**config.mk**
```make
export PLATFORM = sky130hd
export DESIGN_NAME = key_debounce
export DESIGN_NICKNAME = d
export VERILOG_FILES = /design/src/rtl/key_pkg.sv /design/src/rtl/sync_2ff.sv /design/src/rtl/key_debounce.sv
export SDC_FILE = /design/constraint.sdc
export NUM_CORES = 1
export LEC_CHECK = 0
export CAP_MARGIN = 20
export CORE_MARGIN = 2
export CORE_UTILIZATION = 53
export DETAILED_ROUTE_END_ITERATION = 12
export PLACE_DENSITY = 0.83
export SYNTH_ARGS = -nofsm -noshare
export SYNTH_HDL_FRONTEND = slang
export SYNTH_HIERARCHICAL = 1
export SYNTH_SLANG_ARGS = --single-unit
```
**constraint.sdc**
```tcl
create_clock -name sys_clk -period 2.05 [get_ports sys_clk]
set_input_delay 0.205 -clock sys_clk [delete_from_list [all_inputs] [get_ports sys_clk]]
set_output_delay 0.205 -clock sys_clk [all_outputs]
set_load 0.01 [all_outputs]
```
**src/rtl/key_pkg.sv**
```systemverilog
// Shared types and constants for the push-button debouncer.
// Optional long-press detection is enabled with macro KEY_DEBOUNCE_LONG_PRESS_EN.
package key_pkg;

  typedef enum logic [1:0] {
    IDLE        = 2'd0,
    PRESS_CHK   = 2'd1,
    HELD        = 2'd2,
    RELEASE_CHK = 2'd3
  } key_state_t;

  // Button is active-low: a released key reads 1.
  localparam logic KEY_RELEASED = 1'b1;
  localparam logic KEY_PRESSED  = 1'b0;

endpackage

```
**src/rtl/sync_2ff.sv**
```systemverilog
// Two-flop synchroniser for a single asynchronous bit with a configurable reset level.
module sync_2ff #(
  parameter logic RST_VAL = 1'b1
) (
  input  logic i_clk,
  input  logic i_rst_n,
  input  logic i_d,
  output logic o_q
);

  logic r_meta;
  logic r_sync;

  // Shift the raw input through two flops to settle metastability.
  always_ff @(posedge i_clk or negedge i_rst_n) begin
    if (!i_rst_n) begin
      r_meta <= RST_VAL;
      r_sync <= RST_VAL;
    end else begin
      r_meta <= i_d;
      r_sync <= r_meta;
    end
  end

  assign o_q = r_sync;

endmodule

```
**src/rtl/key_debounce.sv**
```systemverilog
// Push-button debouncer: synchronises the raw active-low key, qualifies each level
// change over CNT_MAX cycles, and reports a clean level, a change strobe and a
// press counter. Define KEY_DEBOUNCE_LONG_PRESS_EN to build the long-press detector;
// otherwise long_flag is tied low.
module key_debounce
  import key_pkg::*;
#(
  parameter int CNT_MAX  = 1_000_000,
  parameter int LONG_MAX = 50_000_000
) (
  input  logic       sys_clk,
  input  logic       sys_rst_n,
  input  logic       key,
  output logic       key_value,
  output logic       key_flag,
  output logic [7:0] press_cnt,
  output logic       long_flag
);

  localparam int CNT_W = $clog2(LONG_MAX + 1);

  // The cycle in which the FSM first sees the new level counts as the first of the
  // CNT_MAX qualify cycles, so the CHK state commits after CNT_MAX-1 further cycles.
  localparam logic [CNT_W-1:0] QUAL_LAST = CNT_W'(CNT_MAX - 2);

  logic             w_key_sync;
  key_state_t       r_state;
  key_state_t       w_state_nxt;
  logic [CNT_W-1:0] r_cnt;
  logic [CNT_W-1:0] w_cnt_nxt;
  logic             r_key_value;
  logic             w_value_nxt;
  logic             r_key_flag;
  logic             w_flag_nxt;
  logic [7:0]       r_press_cnt;
  logic             w_press_inc;

  sync_2ff #(
    .RST_VAL (KEY_RELEASED)
  ) u_sync (
    .i_clk   (sys_clk),
    .i_rst_n (sys_rst_n),
    .i_d     (key),
    .o_q     (w_key_sync)
  );

  // State, qualify counter and registered outputs.
  always_ff @(posedge sys_clk or negedge sys_rst_n) begin
    if (!sys_rst_n) begin
      r_state     <= IDLE;
      r_cnt       <= '0;
      r_key_value <= KEY_RELEASED;
      r_key_flag  <= 1'b0;
      r_press_cnt <= 8'd0;
    end else begin
      r_state     <= w_state_nxt;
      r_cnt       <= w_cnt_nxt;
      r_key_value <= w_value_nxt;
      r_key_flag  <= w_flag_nxt;
      if (w_press_inc) begin
        r_press_cnt <= r_press_cnt + 8'd1;
      end
    end
  end

  // Next-state logic: every state change clears the qualify counter.
  always_comb begin
    w_state_nxt = r_state;
    w_cnt_nxt   = r_cnt;
    w_value_nxt = r_key_value;
    w_flag_nxt  = 1'b0;
    w_press_inc = 1'b0;
    case (r_state)
      IDLE: begin
        if (w_key_sync == KEY_PRESSED) begin
          w_state_nxt = PRESS_CHK;
          w_cnt_nxt   = '0;
        end
      end
      PRESS_CHK: begin
        if (w_key_sync == KEY_RELEASED) begin
          w_state_nxt = IDLE;
          w_cnt_nxt   = '0;
        end else if (r_cnt == QUAL_LAST) begin
          w_state_nxt = HELD;
          w_cnt_nxt   = '0;
          w_value_nxt = KEY_PRESSED;
          w_flag_nxt  = 1'b1;
          w_press_inc = 1'b1;
        end else begin
          w_cnt_nxt = r_cnt + 1'b1;
        end
      end
      HELD: begin
        if (w_key_sync == KEY_RELEASED) begin
          w_state_nxt = RELEASE_CHK;
          w_cnt_nxt   = '0;
        end
      end
      RELEASE_CHK: begin
        if (w_key_sync == KEY_PRESSED) begin
          w_state_nxt = HELD;
          w_cnt_nxt   = '0;
        end else if (r_cnt == QUAL_LAST) begin
          w_state_nxt = IDLE;
          w_cnt_nxt   = '0;
          w_value_nxt = KEY_RELEASED;
          w_flag_nxt  = 1'b1;
        end else begin
          w_cnt_nxt = r_cnt + 1'b1;
        end
      end
      default: begin
        w_state_nxt = IDLE;
        w_cnt_nxt   = '0;
      end
    endcase
  end

  assign key_value = r_key_value;
  assign key_flag  = r_key_flag;
  assign press_cnt = r_press_cnt;

`ifdef KEY_DEBOUNCE_LONG_PRESS_EN
  localparam logic [CNT_W-1:0] LONG_LAST = CNT_W'(LONG_MAX - 1);
  localparam logic [CNT_W-1:0] LONG_TOP  = CNT_W'(LONG_MAX);

  logic [CNT_W-1:0] r_hold;
  logic             r_long_flag;

  // Hold counter: runs only in HELD, parks at LONG_MAX after firing so exactly one
  // pulse is produced per press; release bounces keep the count, IDLE entry clears it.
  always_ff @(posedge sys_clk or negedge sys_rst_n) begin
    if (!sys_rst_n) begin
      r_hold      <= '0;
      r_long_flag <= 1'b0;
    end else begin
      r_long_flag <= 1'b0;
      if (w_state_nxt == IDLE) begin
        r_hold <= '0;
      end else if (r_state == HELD) begin
        if (r_hold != LONG_TOP) begin
          r_hold <= r_hold + 1'b1;
        end
        if (r_hold == LONG_LAST) begin
          r_long_flag <= 1'b1;
        end
      end
    end
  end

  assign long_flag = r_long_flag;
`else
  assign long_flag = 1'b0;
`endif

endmodule

```
==> reports/metrics.cfg <==
[outcome]
status=finished, final reports clean

[floorplanning]
die_h_um=67.9
die_w_um=67.9
pin_count=14
rows=23
dieArea_sq_um=4600
start_util_pct=54.4
fp.coreArea_sq_um=3970

[cts]
cts.path.max_buffers=2
clock_sinks=40
cts_setup_buffers=0
cts-htree-levels=2
clkSlewWorstSetupHoldPaths_ns=0.08
cts_root_buf=clkbuf_8
clock_latency_ns=0.30
cts_made_buffers=5
cts_tree=yes

[timing]
hold_violations=0
slew_viol_final=0
max_clock_freq_ghz=0.512
post-route-period-util_pct=95.2
fin_crit_ns=1.95
rsz0062_at_grt=true
fin_skew_ns=0.0101
setup_viol=0
tightest_slew_ns=0.897
max_slew_margin_pct=40.2

[place]
numPortBuffers=12
place.gp.congestion=0.847
dp_hpwl_um=3420
dp.cells=305
post_dp_cell_area_sq_um=2470

[logic_synthesis]
ys_seq_area_share_pct=46.5
synthesis.nets=235
synth-async-reset-ratio_pct=100
syn-cell-area_sq_um=2160
syn_inst=229
ys.flop_type=dfrtp_1
yosys_warnings=6
synth_edf_count=0
yosys_register_bits=40
synth_area_per_cell_sq_um=9.44
post_synth_num_cell_types=43

[final_layout]
final_cell_area_sq_um=2640
drive_gt1_share_pct=19.7
multi_input_area_sq_um=1100
layout.cells.non_filler=314
area_growth_pct=22.2
fillers=321
area.sequential_sq_um=1000
num_antenna_cells=0
fin_nets=269

[power_and_ir_drop]
vdd_ir_drop_max_mv=0.539
power_leakage_uw=0.00112
power_density_nw_per_um2=762

[grt]
grt_pass1_vias=1792
grt_pass1_wl_um=8360
antenna_found_initial=0
grtUsageTotal_pct=24.4
grt_max_degree=41
grt_remaining_overflow=0

[detailed_routing]
drt-total-wl_um=4980
wl_per_cell_um=15.9
remaining_drc_errors=0
first_pass_iters=4
ant_nets=0
viasPerCell=6.03
via_count=1893
drt-initial-drc-count=173

[setup_path]
r2r_start=r_cnt[6]
critical_path_arrival_ns=2.18
worstSetupEndpointType=flip-flop
cp_max_fo=6
worst_ep_required_time_ns=2.28
critPathKind=reg2reg
startpoint=r_cnt[6]
cp-start-kind=flip-flop
r2r_slack_ns=0.1

[flow_run]
cap_violations=0

[worst_hold_path]
worst_hold_path_type=in2async

-- placed cells by master (no fill, tap or decap), types with 2 or more instances in the layout --
| cell | count |
|---|---|
| nor4_1 | 2 |
| or2_2 | 2 |
| dfstp_2 | 3 |
| nor2_1 | 10 |
| nor4_4 | 3 |
| clkbuf_8 | 5 |
| nand2b_1 | 3 |
| o21ai_0 | 9 |
| a22o_1 | 3 |
| inv_1 | 6 |
| a41oi_1 | 5 |
| nand2_1 | 29 |
| buf_4 | 27 |
| xnor2_1 | 6 |
| xor2_1 | 5 |
| or4_4 | 2 |
| or3_1 | 4 |
| nand3_1 | 20 |
| nand4_1 | 10 |
| ha_1 | 3 |
| and3_1 | 2 |
| a21oi_1 | 10 |
| a31oi_1 | 15 |
| bufinv_16 | 2 |
| o211ai_1 | 4 |
| clkdlybuf4s50_1 | 11 |
| a21o_1 | 4 |
| nor3_1 | 6 |
| dfrtp_1 | 37 |
-- layout make-up --
type,instances,share of cell area [%]
repair buffers,39,12.0
clock inverters,2,2.27
well taps,50,2.37
clock buffers,6,2.75
inverters,6,0.853
multi-input cells,171,41.7
flip-flops and latches,40,38.0
-- report_power, final --
group / internal (uW) / leakage (uW) / total, uW / switching [uW]
combinational: 141 / 0.000507 / 385 / 244
clock: 487 / 0.0000654 / 769 / 282
sequential: 822 / 0.000545 / 858 / 36.0
-- metrics by stage --
step	hold slack [ns]	utilization [%]	TNS, ns	total power [uW]	setup slack, ns
final	0.0286	66.5	0	2010	0.0976
after floorplan	-0.0906	-	0	1110	0.00274
after global placement	0.346	62.3	0	1230	0.0653
after detailed placement	0.352	62.3	-0.0170	1240	-0.0170
after global routing	0.0979	66.5	-0.00432	2100	-0.00432
after CTS	0.0597	65.7	0	2000	0.0331
-- path summary, 6_finish.rpt --
check                                     end  cells after the start
worst max-delay path             press_cnt[6]                      6
worst min-delay path                 r_cnt[0]                      1
worst max register to register   press_cnt[6]                      6
worst min register to register     u_sync/o_q                      0
max in group asynchronous            r_cnt[8]                      1
min in group sys_clk            u_sync/r_meta                      1
-- routing by layer --
layer | up-vias | GRT usage, % | part of all wire, % | routed length [um]
li1 | 913 | - | - | -
met1 | 925 | 31.6 | 44 | 2180
met2 | 47 | 41.3 | 50 | 2490
met3 | 8 | 4.77 | 4.7 | 232
met4 | 0 | 7.75 | 1.4 | 72
met5 | - | 0 | 0 | 0
-- critical path: stages, from the launching register on --
cell	delay, ns
dfrtp_1	0.39
or4_4	0.56
nor4_4	0.19
buf_4	0.19
nand3_4	0.12
nor4_4	0.29
xnor2_1	0.14
-- cells in the mapped netlist, types with 2 or more instances --
cell type	count	area share, %
nand2_1	29	5.0
nor3_1	7	1.6
nor4_1	2	0.58
dfrtp_1	37	43
nor4_4	2	2.0
xnor2_1	6	2.4
a41oi_1	5	2.0
o21ai_0	9	2.1
nand3_1	20	4.6
ha_1	3	1.7
buf_2	4	0.93
a21o_1	4	1.4
or3_1	4	1.2
nand4_1	10	2.9
a22o_1	3	1.2
nor4_2	2	1.2
o211ai_1	4	1.4
or2_2	2	0.58
a31oi_1	15	4.3
inv_1	6	1.0
dfstp_2	3	3.6
nor2_1	10	1.7
xor2_1	5	2.0
and3_1	3	0.87
nand2b_1	3	0.87
a21oi_1	10	2.3
clkbuf_1	5	0.87
-- sequential cells by signal, indices dropped and copies added, names as in the netlist, named ones only --
register	cells
key_flag	1
u_sync/r_meta	1
r_cnt	26
press_cnt	8
r_state	1
key_value	1
u_sync/o_q	1
-- cell families after synthesis --
group | synth area share [%]
fa+ha+maj | 1.74
simple gates | 26.6
flops | 46.5
other cells | 0.174
xor+xnor | 4.46
buf+inv | 3.88
mux | 0.984
compound gates | 15.7
-- repair_timing --
action | in CTS | in global routing
resized for setup | 1 | 5
endpoints found under the setup margin | 2 | 15
hold buffers | 0 | 0
pin swaps | 1 | 1
No activity file was read; power rests on OpenSTA's default activity.
